## src/rtl/nes_io_pkg.sv

```systemverilog
// rtl/nes_io_pkg.sv - shared constants and types for the NES controller port
package nes_io_pkg;

  localparam logic [15:0] JOY1_ADDR = 16'h4016;
  localparam logic [15:0] JOY2_ADDR = 16'h4017;

  localparam int BTN_A      = 7;
  localparam int BTN_B      = 6;
  localparam int BTN_SELECT = 5;
  localparam int BTN_START  = 4;
  localparam int BTN_UP     = 3;
  localparam int BTN_DOWN   = 2;
  localparam int BTN_LEFT   = 1;
  localparam int BTN_RIGHT  = 0;

  localparam logic [3:0] RD_CNT_MAX = 4'd8;

  typedef logic [7:0] joypad_t;

endpackage

```

## src/rtl/joypad_shift_chan.sv

```systemverilog
// rtl/joypad_shift_chan.sv - one controller's CD4021-style latch/shift chain
module joypad_shift_chan
  import nes_io_pkg::*;
#(
  parameter logic FILL_BIT = 1'b1
) (
  input  logic    clk,
  input  logic    reset,
  input  logic    strobe,
  input  logic    sel,
  input  logic    rd,
  input  joypad_t buttons,
  output logic    serial_bit
);

  joypad_t    sr_q, sr_d;
  logic       rd_prev_q, rd_prev_d;
  logic [3:0] cnt_q, cnt_d;
  logic       rd_end;

  always_comb begin
    rd_prev_d = sel & rd;
    // The shift lands on the first cycle after the read leaves the port address
    rd_end    = rd_prev_q & ~sel;
    sr_d      = sr_q;
    cnt_d     = cnt_q;
    if (strobe) begin
      sr_d  = buttons;
      cnt_d = '0;
    end else if (rd_end) begin
      sr_d = {sr_q[6:0], FILL_BIT};
      if (cnt_q != RD_CNT_MAX) begin
        cnt_d = cnt_q + 4'd1;
      end
    end
  end

  always_ff @(posedge clk or negedge reset) begin
    if (!reset) begin
      sr_q      <= '0;
      rd_prev_q <= 1'b0;
      cnt_q     <= '0;
    end else begin
      sr_q      <= sr_d;
      rd_prev_q <= rd_prev_d;
      cnt_q     <= cnt_d;
    end
  end

  always_ff @(posedge clk) begin
    assert (cnt_q <= RD_CNT_MAX);
  end

  assign serial_bit = sr_q[7];

endmodule

```

## src/rtl/nes_joypad_port.sv

```systemverilog
// rtl/nes_joypad_port.sv - $4016/$4017 strobe register, decode and read mux
module nes_joypad_port
  import nes_io_pkg::*;
#(
  parameter logic       FILL_BIT = 1'b1,
  parameter logic [7:0] OPEN_BUS = 8'h40
) (
  input  logic        clk,
  input  logic        reset,
  input  logic [15:0] addr,
  input  logic        WE,
  input  logic [7:0]  data_in,
  input  joypad_t     buttons_p1,
  input  joypad_t     buttons_p2,
  output logic [7:0]  data_out,
  output logic        hit,
  output logic        strobe
);

  logic sel1, sel2;
  logic sel1_prev_q, sel1_prev_d;
  logic strobe_q, strobe_d;
  logic bit_p1, bit_p2;
  logic unused_data;

  assign unused_data = ^data_in[7:1];

  always_comb begin
    sel1        = (addr == JOY1_ADDR);
    sel2        = (addr == JOY2_ADDR);
    sel1_prev_d = sel1;
    strobe_d    = strobe_q;
    // Only the first cycle of a $4016 write updates the latch; $4017 writes belong to the APU
    if (sel1 && WE && !sel1_prev_q) begin
      strobe_d = data_in[0];
    end
  end

  always_ff @(posedge clk or negedge reset) begin
    if (!reset) begin
      sel1_prev_q <= 1'b0;
      strobe_q    <= 1'b0;
    end else begin
      sel1_prev_q <= sel1_prev_d;
      strobe_q    <= strobe_d;
    end
  end

  joypad_shift_chan #(.FILL_BIT(FILL_BIT)) u_chan_p1 (
    .clk        (clk),
    .reset      (reset),
    .strobe     (strobe_q),
    .sel        (sel1),
    .rd         (~WE),
    .buttons    (buttons_p1),
    .serial_bit (bit_p1)
  );

  joypad_shift_chan #(.FILL_BIT(FILL_BIT)) u_chan_p2 (
    .clk        (clk),
    .reset      (reset),
    .strobe     (strobe_q),
    .sel        (sel2),
    .rd         (~WE),
    .buttons    (buttons_p2),
    .serial_bit (bit_p2)
  );

  always_comb begin
    data_out = 8'h00;
    if (!WE && sel1) begin
      data_out = {OPEN_BUS[7:1], bit_p1};
    end else if (!WE && sel2) begin
      data_out = {OPEN_BUS[7:1], bit_p2};
    end
  end

  assign hit    = sel1 | sel2;
  assign strobe = strobe_q;

endmodule

```

## config.mk

```make
export PLATFORM = sky130hd
export DESIGN_NAME = nes_joypad_port
export DESIGN_NICKNAME = d
export VERILOG_FILES = /design/src/rtl/nes_io_pkg.sv /design/src/rtl/joypad_shift_chan.sv /design/src/rtl/nes_joypad_port.sv
export SDC_FILE = /design/constraint.sdc
export NUM_CORES = 1
export LEC_CHECK = 0
export BUFFER_PORTS_ARGS = -buffer_cell sky130_fd_sc_hd__buf_2
export CORE_MARGIN = 4
export CORE_UTILIZATION = 45
export CTS_CLUSTER_SIZE = 40
export DETAILED_ROUTE_END_ITERATION = 6
export PLACE_DENSITY = 0.88
export SLEW_MARGIN = 25
export SYNTH_ARGS = -nofsm -noshare
export SYNTH_HDL_FRONTEND = slang
export SYNTH_SLANG_ARGS = --single-unit
```

## constraint.sdc

```tcl
create_clock -name clk -period 1.9 [get_ports clk]
set_input_delay 0.38 -clock clk [delete_from_list [all_inputs] [get_ports clk]]
set_output_delay 0.38 -clock clk [all_outputs]
set_load 0.1 [all_outputs]
```

## Word level (Yosys, flattened, before mapping)

Index checks and enable logic that the tools add are counted.

| cells by class | value |
|---|---|
| equal/unequal tests | 2 |
| multiplexer cells | 6 |
| bitwise operators | 8 |
| reductions and logical operators | 8 |

Operators by type and width:

| cell | count |
|---|---|
| $eq 16x15->1 const B | 2 |
| $mux 8 | 4 |
| $mux 7 | 2 |
| $and 1x1->1 | 4 |
| $logic_and 1x1->1 | 4 |
| $reduce_bool 2->1 | 2 |
| $not 1->1 | 3 |
| $logic_not 1->1 | 2 |
| $or 1x1->1 | 1 |

| storage, ports and cells | value |
|---|---|
| flip-flop bits (word level) | 20 |
| bits of input ports | 43 |
| output and inout port bits | 10 |
| logic and storage cells | 30 |

## Depth between registers and ports, before layout

| logic depth | value |
|---|---|
| depth in word-level cells | 5 |
| gate-level depth with buffers | 5 |
| mapped depth without buffers | 5 |

## Cells and area by module

A second synthesis with hierarchy kept.

| second synthesis, totals | value |
|---|---|
| cells, all modules | 99 |
| area total of the unflattened synthesis | 1143.6 sq um |

By module, submodules not included:

| module | instances | cells an instance | area an instance (sq um) | seq. area each (sq um) |
|---|---|---|---|---|
| joypad_shift_chan | 2 | 38 | 457.9 | 225.2 |
| nes_joypad_port | 1 | 23 | 227.7 | 50.0 |

## Worst setup path after synthesis

No wires, ideal clock.

| path | value |
|---|---|
| kind | input port to output port |
| start point | input port addr[9] |
| end point | output port data_out[0] |
| arrival time | 2.465 ns |
| data required time | 1.520 ns |
| slack | -0.945 ns |
| stages on the path | 4 |
| cell sequence | nor4_4 > nand4_1 > or2_4 > nor2_1 |

| between the ends | value |
|---|---|
| longest elaborated chain between the ends | 4 |
| elaborated cells between the ends (all ways) | 6 |

RTL lines:

| what | line | RTL |
|---|---|---|
| start: declaration | nes_joypad_port.sv:10 | `input logic [15:0] addr,` |
| $eq 16x15->1 | nes_joypad_port.sv:30 | `sel2 = (addr == JOY2_ADDR);` |
| $logic_and 1x1->1 | nes_joypad_port.sv:73 | `end else if (!WE && sel2) begin` |
| $mux 7 | nes_joypad_port.sv:73 |  |
| $mux 7 * | nes_joypad_port.sv:71 | `if (!WE && sel1) begin` |
| end: declaration | nes_joypad_port.sv:15 | `output logic [7:0] data_out,` |

Every way passes the cells marked *; elsewhere a longest branch is shown, timed or not.

## Worst setup path in the final report

| path | value |
|---|---|
| start point | input port addr[6] |
| end point | output port data_out[0] |

The elaborated chain is that of the path after synthesis.

==> results.md <==
* Number of synthesized flops with an enable pin at 0
* Mux cell area share after synthesis at 0.0188
* Slew Limit Headroom at 0.654
* Synth top cells by count: dfrtp_1, a21oi_1, o21ai_0, a31oi_1, nor2b_1
* CP endpoint kind: output pin
* CP Data Arrival Time at around 1.5 ns
* Max-cap violations at 0
* Worst reg2reg path depth at 3
* Fin crit share at 0.985
* Vias/cell at between 5 and 6
* Endpoints failing setup at 0
* Buffers on Ports at 39
* Hold Fails Final Rpt at 12
* Worst r2r src: strobe
* Area contributors post-synth: dfrtp_1, a31oi_1, nor2b_1, a21oi_1, o21ai_0
* Cell taking the most area after synthesis: dfrtp_1
* Clock latency on the worst-skew pair at about 0.30 ns
* Fill cell count at roughly 180
* Critical R2R Capture: u_chan_p2.sr_q[7]
* Worst Path Class, Setup: input pin to output pin
* Met3 routed WL at around 160 um
* Final WL at 2820 um
* Total track usage at 0.173
* Placed Area at between 1000 and 1500 um2
* FF+latch count, synth at 20
* Fin area at about 1500 um2
* Max Clock Skew at 0.0116 ns
* XOR/XNOR share of the synthesized area at 0
* Initial antenna violation count at 0
* Routed via count at roughly 1000
* Simple-gate area share of the yosys netlist at 0.243
* Combinational cell fraction of total power at 0.135
* Reg2reg setup slack at between 0.5 and 0.6 ns
* Most used DFF post-synth: dfrtp_1
* Top layer in use: met4
* Final min period at between 1.5 and 2 ns
* Area Overhead vs Synth at 32.4%
* Final Util at 0.653
* Worst path slowest cell: and4bb_2
* Worst slew pin tran at 0.519 ns
* Critical Path Start Type: input pin
* GPL Wtd Cong at about 0.81
* Crit Path Max Fanout at 3
* Yosys top cell area share at 0.442
* Netlist cell types at 26
* DIE HEIGHT at just under 60 um
* DRT Pass-1 Iters at 4
* H-Tree Depth at 1
* DP HPWL at about 2200 um
* Post-DRT Antenna Nets at 0
* # IOs at 53
* Vias in the first global route at 998
* Drt initial violations at 21
* Switching share of power at 0.246
* Largest family of logic cells by synthesized area: simple AND/OR/NAND/NOR gates
* WL met1 at roughly 1100 um
* N_diodes at 0
* Cts hold-fix bufs at 0
* Max Buffers Root-to-Sink at 2
* Worst-path clk slew at between 0.1 and 0.15 ns
* Initial Util at 0.493
* Grt ovf at 0
* Avg Cell Area, Syn at approximately 9.7 um2
* Final Max Tran Viols at 0
* Flop pwr share at 0.478
* Count leader, synth: dfrtp_1
* Clock power frac at 0.387
* CTS tree: yes
* Pint at 0.678 mW
* DRC violations left at 0
* Routed met2 length at ~1500 um
* Peak VDD IR at around 0.37 mV
* Failing checks: hold timing
* Synth warn at 0
* Root buffer cell: clkbuf_4
* Cells after synthesis at about 120
* Adder-cell area share of the yosys netlist at 0
* Synth Area in Compound Gates at 0.219
* Worst Path Buf+Inv at 2
* Pleak at about 0.70 nW
* Core area at between 2000 and 2500 um2
* Sequential share of the synthesized area at 0.442
* Sink Count at 20
* Top delay family on crit path: simple AND/OR/NAND/NOR gates
* Nets at 206
* Largest net degree at the start of global routing at 21
* Status: finished, violations left
* First-pass GRT wire length at approximately 4600 um
* Worst EP required at between 1.5 and 2 ns
* CP peak stage delay at ~0.31 ns
* Tightest Hold Check Type: input pin to asynchronous set/reset pin
* FFs w/ async S/R, synth at 1.00
* DR WL/cell at ~15 um
* Pwr/cell area at 600 nW/um2
* Hold Slack at -0.00809 ns
* Share of cells above drive strength 1 at 0.395
* Row count at 17
* Post-synthesis cell area at ~1100 um2
* Crit-path cells: buf_2 > and4bb_2 > nand4_1 > or2_4 > nor2_4 > buf_12
* CTS buffer count at 3
* Die area at around 3400 um2
* Max Fclk at 0.534 GHz
* Die X-Extent at around 58 um
* Net switching power at 0.221 mW
## cells in the final DEF (no fill, tap or decap)
cell type,n
a21oi_1,16
or2_4,1
nor3b_2,1
and2_2,1
bufinv_16,1
buf_6,1
nor2_4,1
a31oi_1,14
and4bb_2,2
nand2_1,2
o21ai_0,16
nor4_4,2
nor2b_1,14
and4_1,1
nor2_1,2
buf_12,4
clkbuf_4,3
inv_2,1
nand4_1,2
mux2_2,1
nor4b_2,1
nor3_1,1
buf_4,8
dfrtp_1,20
nand4_4,1
conb_1,6
and4_2,1
mux2i_1,1
inv_1,3
buf_2,34
## registers in the layout, summed over array words and instances, names as in the netlist
| signal | cells |
|---|---|
| strobe | 1 |
| u_chan_p2.rd_prev_q | 1 |
| sel1_prev_q | 1 |
| u_chan_p1.rd_prev_q | 1 |
| u_chan_p2.sr_q | 8 |
| u_chan_p1.sr_q | 8 |
## cell families after synthesis
kind of cell / Yosys count
AND/OR/NAND/NOR: 33
flip-flops: 20
buffers and inverters: 15
multiplexers: 2
other: 1
AO/OA/AOI/OAI: 46
## how the worst max path moves through the flow
| stage | start | endpoint | slack [ns] | cells past startpoint |
|---|---|---|---|---|
| final | addr[6] | data_out[0] | 0.03 | 6 |
| after global routing | addr[8] | data_out[0] | -0.02 | 6 |
| after global placement | addr[10] | data_out[0] | 0.05 | 6 |
| after floorplan | addr[10] | data_out[0] | -0.15 | 4 |
| after CTS | addr[10] | data_out[0] | 0.02 | 6 |
| after detailed placement | addr[10] | data_out[0] | 0.02 | 6 |
## metal layers
| metal | vias up | GRT usage |
|---|---|---|
| met5 | - | 0 |
| met4 | 0 | 0.0596 |
| met3 | 2 | 0.0223 |
| met2 | 39 | 0.311 |
| met1 | 490 | 0.212 |
| li1 | 504 | - |
## power by group through the flow
| stage | clock network [mW] | logic, mW | registers (mW) |
|---|---|---|---|
| 3_5_place_dp | 0 | 0.119 | 0.438 |
| 4_1_cts | 0.349 | 0.120 | 0.430 |
| 6_report | 0.348 | 0.121 | 0.430 |
| 3_3_place_gp | 0 | 0.115 | 0.438 |
| 2_1_floorplan | 0 | 0.0729 | 0.438 |
| 5_1_grt | 0.374 | 0.130 | 0.430 |
## cell type report
cell class / count / area, um2 / area share
sequential: 20 / 500 / 0.334
clock inverter: 1 / 30.0 / 0.0200
timing repair buffer: 47 / 322 / 0.215
clock buffer: 3 / 22.5 / 0.0150
inverter: 4 / 15.0 / 0.0100
multi-input combinational: 87 / 574 / 0.383
tap: 28 / 35.0 / 0.0234
## stage by stage
| stage | worst slack, ns | cells | setup TNS [ns] | total power [mW] | hold slack (ns) |
|---|---|---|---|---|---|
| floorplan | -0.153 | 122 | -0.209 | 0.511 | 0.0844 |
| global placement | 0.0472 | 184 | 0 | 0.553 | 0.340 |
| detailed placement | 0.0201 | 184 | 0 | 0.557 | 0.347 |
| CTS | 0.0197 | 188 | 0 | 0.898 | 0.00752 |
| global route | -0.0192 | 190 | -0.0235 | 0.934 | 0.0100 |
| finish | 0.0290 | 190 | 0 | 0.899 | -0.00809 |
## what timing repair did
item / 4_1_cts / 5_1_grt
endpoints found under the setup margin: 0 / 2
resized for setup: 0 / 1
setup buffers: 0 / 2
hold endpoints to repair: 0 / 0
Power figures use the tool's default switching activity.
